$ cat src/rtl/capture_sequencer.sv
// ============================================================================
// Module      : capture_sequencer
// Description : Drives the VGA grid sampler and publishes a thresholded 8x8
//               occupancy map once enough consecutive identical maps are seen.
// Revision    : 1.0
// ============================================================================
`default_nettype none

module capture_sequencer #(
    parameter logic [3:0] THRESHOLD     = 4'd3,
    parameter int         STABLE_FRAMES = 3,
    parameter int         MAX_TRIES     = 16,
    parameter int         TIMEOUT_CYC   = 1400000
) (
    input  logic                  i_Clk,
    input  logic                  i_rst,
    input  logic                  i_req,
    input  logic                  i_abort,
    output logic                  o_sample_start,
    input  logic                  i_sample_done,
    input  logic [7:0][7:0][3:0]  i_red_avg,
    output logic [63:0]           o_map,
    output logic                  o_valid,
    output logic                  o_fail,
    output logic                  o_timeout,
    output logic                  o_busy,
    output logic [7:0]            o_tries
);

    localparam int             TW         = (TIMEOUT_CYC > 1) ? $clog2(TIMEOUT_CYC) : 1;
    localparam logic [TW-1:0]  TMO_LAST   = TW'(TIMEOUT_CYC - 1);
    localparam logic [3:0]     STABLE_LIM = 4'(STABLE_FRAMES);
    localparam logic [7:0]     TRIES_LIM  = 8'(MAX_TRIES);

    typedef enum logic [2:0] {
        S_IDLE  = 3'd0,
        S_START = 3'd1,
        S_WAIT  = 3'd2,
        S_CHECK = 3'd3,
        S_DONE  = 3'd4,
        S_FAIL  = 3'd5
    } state_t;

    state_t         state_q, state_d;
    logic [63:0]    cand_q, cand_d;
    logic [63:0]    prev_q, prev_d;
    logic [63:0]    map_q, map_d;
    logic [3:0]     match_q, match_d;
    logic [7:0]     try_q, try_d;
    logic [TW-1:0]  timer_q, timer_d;
    logic           start_q, start_d;
    logic           valid_q, valid_d;
    logic           fail_q, fail_d;
    logic           tmo_q, tmo_d;

    logic [63:0]    w_thresh;
    logic [3:0]     w_match_upd;

    genvar gr, gc;
    generate
        for (gr = 0; gr < 8; gr++) begin : g_row
            for (gc = 0; gc < 8; gc++) begin : g_col
                assign w_thresh[8*gr+gc] = (i_red_avg[gr][gc] > THRESHOLD);
            end
        end
    endgenerate

    // Run length of identical maps, saturating so long runs never wrap to 0.
    always_comb begin
        w_match_upd = 4'd1;
        if ((match_q != 4'd0) && (cand_q == prev_q)) begin
            w_match_upd = (match_q == 4'hF) ? 4'hF : match_q + 4'd1;
        end
    end

    always_comb begin
        state_d = state_q;
        cand_d  = cand_q;
        prev_d  = prev_q;
        map_d   = map_q;
        match_d = match_q;
        try_d   = try_q;
        timer_d = timer_q;
        tmo_d   = tmo_q;
        valid_d = 1'b0;

        case (state_q)
            S_IDLE: begin
                if (i_req) begin
                    state_d = S_START;
                    try_d   = 8'd0;
                    match_d = 4'd0;
                    tmo_d   = 1'b0;
                end
            end
            S_START: begin
                try_d   = try_q + 8'd1;
                timer_d = '0;
                state_d = S_WAIT;
            end
            S_WAIT: begin
                timer_d = timer_q + 1'b1;
                if (i_sample_done) begin
                    cand_d  = w_thresh;
                    state_d = S_CHECK;
                end else if (timer_q == TMO_LAST) begin
                    tmo_d   = 1'b1;
                    state_d = S_FAIL;
                end
            end
            S_CHECK: begin
                match_d = w_match_upd;
                prev_d  = cand_q;
                if (w_match_upd == STABLE_LIM) begin
                    state_d = S_DONE;
                end else if (try_q == TRIES_LIM) begin
                    state_d = S_FAIL;
                end else begin
                    state_d = S_START;
                end
            end
            S_DONE: begin
                map_d   = prev_q;
                valid_d = 1'b1;
                state_d = S_IDLE;
            end
            S_FAIL: begin
                state_d = S_IDLE;
            end
            default: begin
                state_d = S_IDLE;
            end
        endcase

        // Abort freezes all bookkeeping and suppresses every pulse.
        if (i_abort) begin
            state_d = S_IDLE;
            cand_d  = cand_q;
            prev_d  = prev_q;
            map_d   = map_q;
            match_d = match_q;
            try_d   = try_q;
            timer_d = timer_q;
            tmo_d   = tmo_q;
            valid_d = 1'b0;
        end

        start_d = (state_d == S_START);
        fail_d  = (state_d == S_FAIL);
    end

    always_ff @(posedge i_Clk) begin
        if (i_rst) begin
            state_q <= S_IDLE;
            cand_q  <= '0;
            prev_q  <= '0;
            map_q   <= '0;
            match_q <= '0;
            try_q   <= '0;
            timer_q <= '0;
            start_q <= 1'b0;
            valid_q <= 1'b0;
            fail_q  <= 1'b0;
            tmo_q   <= 1'b0;
        end else begin
            state_q <= state_d;
            cand_q  <= cand_d;
            prev_q  <= prev_d;
            map_q   <= map_d;
            match_q <= match_d;
            try_q   <= try_d;
            timer_q <= timer_d;
            start_q <= start_d;
            valid_q <= valid_d;
            fail_q  <= fail_d;
            tmo_q   <= tmo_d;
        end
    end

    assign o_sample_start = start_q;
    assign o_map          = map_q;
    assign o_valid        = valid_q;
    assign o_fail         = fail_q;
    assign o_timeout      = tmo_q;
    assign o_busy         = (state_q != S_IDLE);
    assign o_tries        = try_q;

endmodule

`default_nettype wire

$ cat config.mk
export PLATFORM = sky130hd
export DESIGN_NAME = capture_sequencer
export DESIGN_NICKNAME = d
export VERILOG_FILES = /design/src/rtl/capture_sequencer.sv
export SDC_FILE = /design/constraint.sdc
export NUM_CORES = 1
export LEC_CHECK = 0
export ABC_AREA = 1
export ABC_CLOCK_PERIOD_IN_PS = 2000
export CORE_UTILIZATION = 46
export DETAILED_ROUTE_END_ITERATION = 6
export MAX_ROUTING_LAYER = met4
export PLACE_DENSITY = 0.81
export SETUP_SLACK_MARGIN = 0.1
export SKIP_LAST_GASP = 1
export SYNTH_ARGS = -nofsm -noshare
export SYNTH_HDL_FRONTEND = slang
export SYNTH_SLANG_ARGS = --single-unit
$ cat constraint.sdc
create_clock -name i_Clk -period 2 [get_ports i_Clk]
set_input_delay 0.3 -clock i_Clk [delete_from_list [all_inputs] [get_ports i_Clk]]
set_output_delay 0.3 -clock i_Clk [all_outputs]
set_load 0.01 [all_outputs]
# Word level (Yosys, flattened, before mapping)
# Index checks and enable logic that the tools add are counted.
[op_classes]
reduce_logical = 16
n_addsub = 3
n_lt_le_gt_ge = 64
n_mux = 19
n_bitwise = 1
eq_ne = 14
[ops]
columns = ["op", "n"]
rows = [
  ["4-bit by 2-bit > comparator with 1-bit output, second input constant", 64],
  ["64-bit == test", 1],
  ["21-bit one-hot mux with 2 select lines", 1],
  ["21-bit by 1-bit adder with 21-bit output, second input constant", 1],
  ["21-bit == test, second input constant", 1],
  ["3-bit two-way mux", 6],
  ["8-bit one-hot mux with 2 select lines", 1],
  ["4-bit two-way mux", 3],
  ["3-bit one-hot mux with 4 select lines", 1],
  ["3-bit AND reduction", 3],
  ["8-bit by 1-bit adder with 8-bit output, second input constant", 1],
  ["8-bit by 5-bit == test with 1-bit output, second input constant", 1],
  ["8-bit two-way mux", 1],
  ["4-bit one-hot mux with 2 select lines", 1],
  ["2-bit nonzero test", 4],
  ["3-bit by 1-bit == test with 1-bit output, second input constant", 2],
  ["3-bit by 2-bit == test with 1-bit output, second input constant", 2],
  ["3-bit == test, second input constant", 2],
  ["2-bit != test, second input constant", 3],
  ["2-bit AND reduction", 3],
  ["5-bit AND reduction", 1],
  ["4-bit by 1-bit adder with 4-bit output, second input constant", 1],
  ["4-bit by 2-bit == test with 1-bit output, second input constant", 1],
  ["4-bit == test, second input constant", 1],
  ["other kinds (8)", 11],
]
[word_totals]
regBits = 232
out_inout_bits = 77
input_bits = 261
word_cells = 128

# Longest topological paths before layout
# Gate-level depths: netlist of run 1.
[logic_depth]
ltp_word = 8
ltp_mapped = 17
mapped_depth_nobuf = 17

# Worst setup path after synthesis of run 1
# Ideal clock, no wire load.
[synth_path]
kind = "register -> register"
from = "register state_q[1]"
to = "register timer_q[17]"
setup_time_ns = 0.124
setup_slack_ns = 0.152
n_path_buf = 0
t_arrival_ns = 1.725
required_time_ns = 1.876
stages_incl_launch_ff = 16
period_less_slack_ns = 1.848
path_cell_list = "dfxtp_1 inv_2 nor3_4 nand2_2 nand2_4 inv_4 nor2_8 nand3b_4 nor2_4 nand3_2 nor2_4 inv_2 nor2_4 nand2_1 nand2_1 a21oi_2"
[synth_between]
elab_chain_len = 3
word_cells_on_any_way = 5
classes_between = "2 x eq/ne; 1 x mux; 2 x reduce/logical"
[synth_lines]
columns = ["element", "line", "source"]
rows = [
  ["start, declared", "44", "state_t state_q, state_d;"],
  ["start signal, assigned", "166", "state_q <= state_d;"],
  ["3-bit by 2-bit == test with 1-bit output or 3-bit by 1-bit == test with 1-bit output (tied branches)", "87", "case (state_q)"],
  ["2-bit nonzero test (no source line)", "n/a", ""],
  ["2-bit AND reduction (no source line)", "n/a", ""],
  ["end signal, assigned", "172", "timer_q <= timer_d;"],
  ["end, declared", "50", "logic [TW-1:0] timer_q, timer_d;"],
]
# Several ways; a longest one is shown, not always the timed one.
# A chain may end at the register's enable or synchronous reset.

# Final worst setup path of run 1
[layout_path]
from = "register state_q[2]"
to = "register cand_q[24]"
[layout_between]
elab_chain_len = 2
[layout_lines]
columns = ["element", "line", "source"]
rows = [
  ["3-bit by 2-bit == test with 1-bit output", "87", ""],
  ["3-bit AND reduction (no source line)", "n/a", ""],
  ["end signal, assigned", "167", "cand_q <= cand_d;"],
  ["end, declared", "45", "logic [63:0] cand_q, cand_d;"],
]
# Every way passes these cells.

==> run_results.csv, run 1 <==
group,metric,value,unit
detailed_routing,initialDrtViolationCount,879,
placement,globalplace.congestion,0.8831,
clocking,root_buffer,"clkbuf_16",
grt,track_usage,0.2742,
yosys,mappedNetlistNets,1619,
layout,fin_area,14500,um^2
timing,finalHoldViolations,0,
clocking,tritoncts,"built",
hold_path,whs_path_depth,3,
timing,finalWorstSetupSlack,-17.88,ps
grt,grt_max_degree,77,
die,row_count,53,
clocking,path_clk_slew,60,ps
critical_path,worstRegToRegCells,12,
timing,finalSetupTns,-17.88,ps
outcome,violations,"negative setup slack",
die,ios,338,
yosys,synthArstFlopShare,0,
die,core_area,21020,um^2
yosys,synth_warnings,0,
yosys,netlist_instances,1353,
detailed_routing,avgRoutedWirePerCell,16.87,um
layout,fin_nets,1889,
die,start_util,0.4696,
detailed_routing,vias,10300,
run,drv_cap,0,
layout,layout-drive-gt1-share,0.1934,
timing,worst_pin_slew,580.5,ps
yosys,yosysTopAreaCell,"dfxtp_1",
power,powerDensity,666.7,nW/um^2
critical_path,cp-start-kind,"register",
outcome,status,"finished with violations",
power,power,9.665,mW
grt,grt_pass1_wl,47.14,mm
yosys,synth_cell_type_count,40,
clocking,clock_latency,530,ps
timing,rsz0062_at_grt,"true",
yosys,ys_ff_latch,232,
timing,finalSetupViolations,1,
power,peakVddDrop,0.0005456,V
hold_path,hold_path.class,"input pin to register",
layout,nFillCells,1550,
critical_path,cp.required,2390,ps
yosys,synth_top_area_share,0.4705,
die,die-area,22050,um^2
critical_path,worstSetupPathType,"register to register",
grt,grt.overflow.total,0,
layout,insertedDiodeCount,0,
critical_path,cp_max_fo,6,
clocking,clk_path_buf_depth,3,
detailed_routing,ant_nets,0,
placement,place_worst_setup_slack,-136.3,ps
yosys,yosysSeqAreaShare,0.4705,
yosys,synthFlopType,"dfxtp_1",
die,die_h,148.5,um
grt,antenna_found_initial,0,
clocking,cts_max_level,1,
detailed_routing,wirelength,32.29,mm
detailed_routing,route.detailed.drc,0,
detailed_routing,dr.pass1.iters,5,
power,p_leak,5.872,nW
layout,syn_to_final_growth,46.86,%
timing,slew_headroom,0.6100,
timing,maxSlewViolCount,0,
timing,post-route-period-util,1.009,
timing,clock_skew,17.76,ps
yosys,netlist_area,9872,um^2
placement,hpwl,19.95,mm
yosys,synth.area.top_cells,"dfxtp_1, nand2_1, nor2_1",
timing,post-route-min-period,2018,ps
yosys,synth.most_common_cell,"nand2_1",
critical_path,critPathCaptureType,"register",
placement,portBuffers,209,
yosys,synth-edff-count,0,
yosys,syn_area_per_cell,7.296,um^2
clocking,numCtsBuffers,25,
yosys,synth.top_cells.by_count,"nand2_1, nor2_1, dfxtp_1",
placement,dpl_cell_area,12650,um^2
die,die_w,148.5,um
clocking,clock_sinks,232,
timing,max_freq,0.4956,GHz
detailed_routing,vias_per_cell,5.383,
critical_path,crit_arrival,2410,ps
grt,grt_pass1_vias,9643,
==> power breakdown <==
part           switching [mW]  internal (mW)
Sequential             0.0210           4.64
Clock                    1.87           2.48
Combinational           0.292          0.371
==> layout by cell type, fill, tap and decap left out, types with 6 or more instances in the layout <==
| cell type | synthesis | final |
|---|---|---|
| nand4_1 | 13 | 13 |
| dfxtp_2 | 0 | 24 |
| nand2_1 | 239 | 207 |
| dfxtp_1 | 232 | 202 |
| buf_4 | 0 | 74 |
| clkbuf_16 | 0 | 29 |
| nor2_1 | 237 | 213 |
| nor2_4 | 3 | 7 |
| a21oi_1 | 117 | 114 |
| o21ai_0 | 174 | 162 |
| nand2_2 | 1 | 31 |
| inv_1 | 98 | 89 |
| o21ai_1 | 3 | 15 |
| inv_2 | 5 | 9 |
| xnor2_1 | 39 | 26 |
| buf_12 | 0 | 13 |
| a211oi_2 | 0 | 21 |
| clkinv_2 | 0 | 6 |
| clkdlybuf4s50_1 | 0 | 207 |
| nor2_2 | 1 | 21 |
| clkbuf_1 | 61 | 7 |
| nand3_1 | 20 | 18 |
| nor3_1 | 42 | 18 |
| a211oi_1 | 29 | 8 |
| nor3_2 | 2 | 19 |
| nor3_4 | 1 | 8 |
| dfxtp_4 | 0 | 6 |
| xnor2_2 | 0 | 13 |
==> timing repair <==
action                                 4_1_cts  5_1_grt
buffers inserted                            20       11
gates resized for setup                     58      156
gates cloned                                 1        5
setup endpoints to repair                   62       84
pin swaps                                   22       47
hold buffers                                 0        0
endpoints found under the hold margin        0        0
==> path summary, 6_finish.rpt <==
| path | startpoint | end | slack, ps |
|---|---|---|---|
| max | state_q[2] | cand_q[24] | -20 |
| min | i_rst | cand_q[51] | 370 |
| max reg2reg | state_q[2] | cand_q[24] | -20 |
| min reg2reg | cand_q[50] | cand_q[50] | 490 |
==> routing by layer <==
metal,vias to the layer above,track usage,part of all wire
met5,-,-,0
met4,0,0.08041,0.025
met3,62,0.05092,0.081
met2,444,0.4404,0.47
met1,4838,0.3500,0.42
li1,4959,-,-
==> worst max-delay path, stage by stage, from the launching register on <==
cell	delay (ps)
dfxtp_4	370
nor3_4	270
buf_4	160
buf_6	100
inv_6	40
nor2_4	80
inv_2	60
nor2_4	140
inv_4	100
buf_12	160
clkbuf_16	170
nor3_4	190
a211oi_2	40
==> cell type report <==
| cell class | count | area (um^2) | share of cell area |
|---|---|---|---|
| inverters | 106 | 414.1 | 0.02857 |
| multi-input cells | 952 | 5202 | 0.3588 |
| repair buffers | 306 | 3085 | 0.2128 |
| flip-flops and latches | 232 | 4697 | 0.3240 |
| clock inverters | 6 | 33.78 | 0.002330 |
| clock buffers | 37 | 720.7 | 0.04971 |
| well taps | 275 | 344.1 | 0.02373 |
==> cell families after synthesis <==
logic type,synth area share
compound gates,0.1749
fa+ha+maj,0.006337
flops,0.4705
xor+xnor,0.03992
buf+inv,0.06464
simple gates,0.2437
==> registers in the layout, summed over array words and instances, names as in the netlist <==
name	cells
o_fail	1
state_q	3
o_tries	8
timer_q	21
o_timeout	1
o_map	64
o_valid	1
o_sample_start	1
cand_q	64
prev_q	64
match_q	4
==> per-stage QoR <==
step | cells | hold WS [ps] | util
finish | 1914 | 370.1 | 0.6897
global route | 1914 | 361.3 | 0.6897
CTS | 1899 | 315.9 | 0.6567
detailed placement | 1835 | 477.7 | 0.6017
global placement | 1835 | 466.4 | 0.6017
floorplan | 1353 | 447.6 | -
(Power assumes the default switching activity.)
==> inputs of run 2 (changes only) <==
--- a/config.mk
+++ b/config.mk
@@ -7,7 +7,9 @@
 export LEC_CHECK = 0
 export ABC_AREA = 1
 export ABC_CLOCK_PERIOD_IN_PS = 2000
+export CAP_MARGIN = 20
 export CORE_UTILIZATION = 46
+export CTS_CLUSTER_SIZE = 25
 export DETAILED_ROUTE_END_ITERATION = 6
 export MAX_ROUTING_LAYER = met4
 export PLACE_DENSITY = 0.81
==> run 2 against run 1 <==
Against the previous run: the run still ends with negative setup slack left; combinational power grew 8.7%; worst hold slack lost 9.1 ps; worst setup slack got worse by 140 ps; routed wire length is 11% higher; sequential power about the same; via count increased by 4.9%; clock skew grew 6.2 ps; die area unchanged; total power is 1.4% higher; critical path type unchanged; highest routed layer unchanged.
==> run_results.csv, run 2 (same netlist as run 1, synthesis figures left out) <==
group,metric,value,unit
critical_path,worstSetupPathType,"register to register",
hold_path,min-delay-start,"i_rst",
die,core_area,21020,um^2
run,drv_cap,0,
critical_path,crit_arrival,2620,ps
timing,clock_skew,24.00,ps
grt,antenna_found_initial,0,
grt,track_usage,0.2771,
clocking,root_buffer,"clkbuf_16",
timing,finalHoldViolations,0,
placement,portBuffers,209,
die,die_h,148.5,um
layout,final_cell_mix,"nor2_1, clkdlybuf4s50_1, dfxtp_1",
clocking,clock_latency,540,ps
clocking,holdBufCountCts,0,
critical_path,worstRegToRegCells,13,
die,ios,338,
detailed_routing,wirelength,35.78,mm
placement,dpl_cell_area,12650,um^2
critical_path,timing.rr.end,"o_fail",
detailed_routing,dr.pass1.iters,6,
timing,post-route-period-util,1.079,
clocking,numCtsBuffers,25,
detailed_routing,avgRoutedWirePerCell,18.52,um
detailed_routing,vias_per_cell,5.592,
layout,final_common_cell,"nor2_1",
critical_path,cp-start-kind,"register",
placement,globalplace.congestion,0.8831,
outcome,status,"finished with violations",
detailed_routing,vias,10800,
timing,rsz0062_at_grt,"true",
clocking,cts_max_level,1,
timing,worst_pin_slew,528.8,ps
critical_path,cp-endpoint,"o_fail",
critical_path,cp.required,2460,ps
timing,finalSetupViolations,8,
critical_path,reg2reg_from,"cand_q[46]",
critical_path,r2r_slack,-160,ps
power,p_leak,6.125,nW
timing,post-route-min-period,2159,ps
critical_path,cp_max_fo,3,
outcome,violations,"negative setup slack",
layout,fin_area,15320,um^2
die,die-area,22050,um^2
detailed_routing,route.detailed.drc,0,
die,row_count,53,
timing,finalWorstSetupSlack,-158.7,ps
die,die_w,148.5,um
critical_path,critPathCaptureType,"register",
layout,syn_to_final_growth,55.16,%
die,start_util,0.4696,
grt,grt_pass1_vias,9664,
timing,slew_headroom,0.6448,
clocking,clock_sinks,232,
power,powerDensity,639.6,nW/um^2
timing,maxSlewViolCount,0,
layout,fin_nets,1906,
clocking,tritoncts,"built",
layout,insertedDiodeCount,0,
clocking,path_clk_slew,60,ps
clocking,clk_path_buf_depth,3,
detailed_routing,initialDrtViolationCount,1081,
detailed_routing,ant_nets,0,
placement,hpwl,19.95,mm
grt,grt.overflow.total,0,
timing,holdWs,360.9,ps
hold_path,hold_path.class,"input pin to register",
grt,grt_max_degree,77,
critical_path,setup.worst_path.start,"cand_q[46]",
grt,grt_pass1_wl,47.53,mm
power,peakVddDrop,0.0005829,V
timing,max_freq,0.4632,GHz
layout,layout-drive-gt1-share,0.2541,
run 2: worst max-delay path: stages, from the launching register on:
cell and delay (ps):
dfxtp_1 350, xnor2_1 360, nand2_1 130, nor2_1 210
nand2_1 120, nor2_2 120, nand4_1 110, nor2_1 140
nand2_2 110, nand2_2 80, nand2_2 70, nand2_2 100
nand2_2 60, nor2_2 120
run 2: layer usage:
layer | track usage | vias to the layer above | part of all wire
met5 | - | - | 0
li1 | - | 4992 | -
met3 | 0.05061 | 118 | 0.10
met4 | 0.08814 | 0 | 0.037
met2 | 0.4390 | 654 | 0.47
met1 | 0.3567 | 5040 | 0.39
run 2: final cells by class:
| class | instances | area (um^2) |
|---|---|---|
| Clock inverter | 5 | 28.78 |
| Clock buffer | 39 | 738.2 |
| Multi-Input combinational cell | 952 | 5679 |
| Inverter | 106 | 419.2 |
| Timing Repair Buffer | 323 | 3402 |
| Fill cell | 1412 | 5704 |
| Tap cell | 275 | 344.1 |
| Sequential cell | 232 | 4706 |
run 2: power by group:
group          total [mW]  internal, mW  switching [mW]
Combinational       0.721         0.389           0.332
Clock                4.41          2.52            1.89
Sequential           4.66          4.64          0.0247
run 2: repair_timing:
item	in CTS	in global routing
gates resized for setup	59	315
gates cloned	2	16
pin swaps	22	74
setup endpoints to repair	62	85
buffers inserted	20	17
run 2: worst min path at each step:
stage,end,cells past startpoint
finish,cand_q[59],3
global route,cand_q[58],3
CTS,state_q[0],3
detailed placement,timer_q[18],2
global placement,timer_q[18],2
floorplan,timer_q[18],2
run 2: through the flow:
step / power, mW / util / setup TNS [ps] / instances / setup WS [ps]
after detailed placement: 5.343 / 0.6017 / -727.3 / 1835 / -136.3
after global routing: 10.06 / 0.7286 / -2710 / 1932 / -212.8
final: 9.796 / 0.7286 / -503.2 / 1932 / -158.7
after floorplan: 4.968 / - / 0 / 1353 / 151.9
after global placement: 5.333 / 0.6017 / -357.5 / 1835 / -92.79
after CTS: 9.688 / 0.6579 / 0 / 1901 / 20.06
==> inputs of run 3 (changes only) <==
--- a/config.mk
+++ b/config.mk
@@ -6,12 +6,11 @@
 export NUM_CORES = 1
 export LEC_CHECK = 0
 export ABC_AREA = 1
-export ABC_CLOCK_PERIOD_IN_PS = 2000
+export ABC_CLOCK_PERIOD_IN_PS = 2230
 export CAP_MARGIN = 20
 export CORE_UTILIZATION = 46
 export CTS_CLUSTER_SIZE = 25
 export DETAILED_ROUTE_END_ITERATION = 6
-export MAX_ROUTING_LAYER = met4
 export PLACE_DENSITY = 0.81
 export SETUP_SLACK_MARGIN = 0.1
 export SKIP_LAST_GASP = 1
==> constraint.sdc (replaced) <==
create_clock -name i_Clk -period 2.23 [get_ports i_Clk]
set_input_delay 0.3345 -clock i_Clk [delete_from_list [all_inputs] [get_ports i_Clk]]
set_output_delay 0.3345 -clock i_Clk [all_outputs]
set_load 0.01 [all_outputs]
==> run 3 against run 2 <==
Against the previous run: the run now ends clean; first-iteration DRC count fell by 36%; clock-buffer cell count grew 1; design area shrank 13%; register-to-register slack better by 370 ps; sequential share of layout area is 4.0 points higher; largest cell class unchanged; routed wire length down 21%.
==> run_results.csv, run 3 (same netlist as run 1, synthesis figures left out) <==
group,metric,value,unit
outcome,status,"finished, final reports clean",
grt,grt_max_degree,77,
critical_path,crit_arrival,2450,ps
critical_path,crit_family,"simple AND/OR/NAND/NOR gates",
clocking,clock_latency,520,ps
die,row_count,53,
placement,globalplace.congestion,0.8921,
critical_path,worstSetupPathType,"register to register",
power,power,8.836,mW
layout,post-route-util,0.6374,
grt,grt_pass1_wl,45.53,mm
layout,insertedDiodeCount,0,
detailed_routing,route.detailed.drc,0,
clocking,path_clk_slew,60,ps
critical_path,setup.worst_path.start,"state_q[0]",
die,die_h,148.5,um
hold_path,hold_path.class,"input pin to register",
detailed_routing,avgRoutedWirePerCell,15.24,um
timing,finalWorstSetupSlack,210.0,ps
timing,slew_headroom,0.3695,
clocking,numCtsBuffers,25,
grt,track_usage,0.2570,
timing,finalHoldViolations,0,
timing,rsz0062_at_grt,"true",
placement,hpwl,20.00,mm
layout,syn_to_final_growth,35.73,%
grt,grt_pass1_vias,9205,
timing,post-route-period-util,0.9058,
critical_path,cp-start-kind,"register",
placement,dpl_cell_area,12440,um^2
power,peakVddDrop,0.0005280,V
clocking,clk_path_buf_depth,3,
critical_path,critPathCaptureType,"register",
die,core_area,21020,um^2
clocking,cts_max_level,1,
critical_path,path_cells,"inv_2 > nor3_1 > nand2_2 > clkinv_1 > buf_4 > nand3_1 > a21oi_1",
timing,worst_pin_slew,945.7,ps
critical_path,reg2reg_from,"state_q[0]",
clocking,clock_sinks,232,
layout,final_cell_mix,"nand2_1, nor2_1, dfxtp_1",
grt,antenna_found_initial,0,
clocking,root_buffer,"clkbuf_16",
clocking,tritoncts,"built",
layout,fin_area,13400,um^2
timing,finalSetupTns,0,ps
layout,layout.cells.non_filler,1862,
critical_path,cp.required,2660,ps
critical_path,path_buf_inv,3,
critical_path,timing.rr.end,"match_q[1]",
placement,dp.cells,1815,
layout,fin_nets,1835,
timing,maxSlewViolCount,0,
die,die_w,148.5,um
timing,post-route-min-period,2020,ps
die,die-area,22050,um^2
timing,clock_skew,16.97,ps
timing,holdWs,449.9,ps
critical_path,r2r_slack,210,ps
die,ios,338,
layout,final_common_cell,"nand2_1",
critical_path,cp_slowest_cell,"nor3_1",
critical_path,cpPeakStageDelay,430,ps
layout,layout-drive-gt1-share,0.08444,
clocking,holdBufCountCts,0,
critical_path,cp.depth,7,
timing,finalSetupViolations,0,
detailed_routing,initialDrtViolationCount,689,
detailed_routing,vias,9723,
detailed_routing,dr.pass1.iters,7,
placement,place_worst_setup_slack,-29.48,ps
placement,portBuffers,209,
power,powerDensity,659.4,nW/um^2
die,start_util,0.4696,
critical_path,cp-endpoint,"match_q[1]",
detailed_routing,wirelength,28.37,mm
run,drv_cap,0,
critical_path,worstRegToRegCells,7,
critical_path,cp_max_fo,43,
detailed_routing,ant_nets,0,
power,p_leak,5.393,nW
timing,max_freq,0.4951,GHz
detailed_routing,vias_per_cell,5.222,
grt,grt.overflow.total,0,
run 3: tightest hold or removal path: stages:
cell	delay, ps
clkdlybuf4s50_1	390
o21ai_0	130
a21oi_1	60
run 3: per-layer routing:
metal  track usage  wire, um
met5             0         0
met4       0.06701       500
met3       0.05307      2667
met2        0.4147     12650
met1        0.3484     12550
run 3: what timing repair did:
| item | CTS | global route |
|---|---|---|
| endpoints found under the hold margin | 0 | 0 |
| endpoints found under the setup margin | 0 | 74 |
| gates resized for setup | 0 | 33 |
| buffers inserted | 0 | 2 |
run 3: worst min-delay path by stage:
stage	startpoint	endpoint	cells after the start
2_1_floorplan	timer_q[18]	timer_q[18]	2
3_3_place_gp	o_timeout	o_timeout	2
3_5_place_dp	o_timeout	o_timeout	2
4_1_cts	i_red_avg[242]	cand_q[60]	3
5_1_grt	i_red_avg[242]	cand_q[60]	3
6_report	i_red_avg[242]	cand_q[60]	3
run 3: area by class of cell:
type	count	area (um^2)
clock buffers	40	772.0
clock inverters	5	60.06
fillers	1802	7622
inverters	106	404.1
multi-input cells	952	4698
flip-flops and latches	232	4657
well taps	275	344.1
repair buffers	252	2464
run 3: power by group:
| group | switching [mW] | leakage [nW] | internal, mW |
|---|---|---|---|
| Combinational | 0.220 | 3.11 | 0.297 |
| Clock | 1.65 | 0.412 | 2.48 |
| Sequential | 0.0178 | 1.87 | 4.16 |
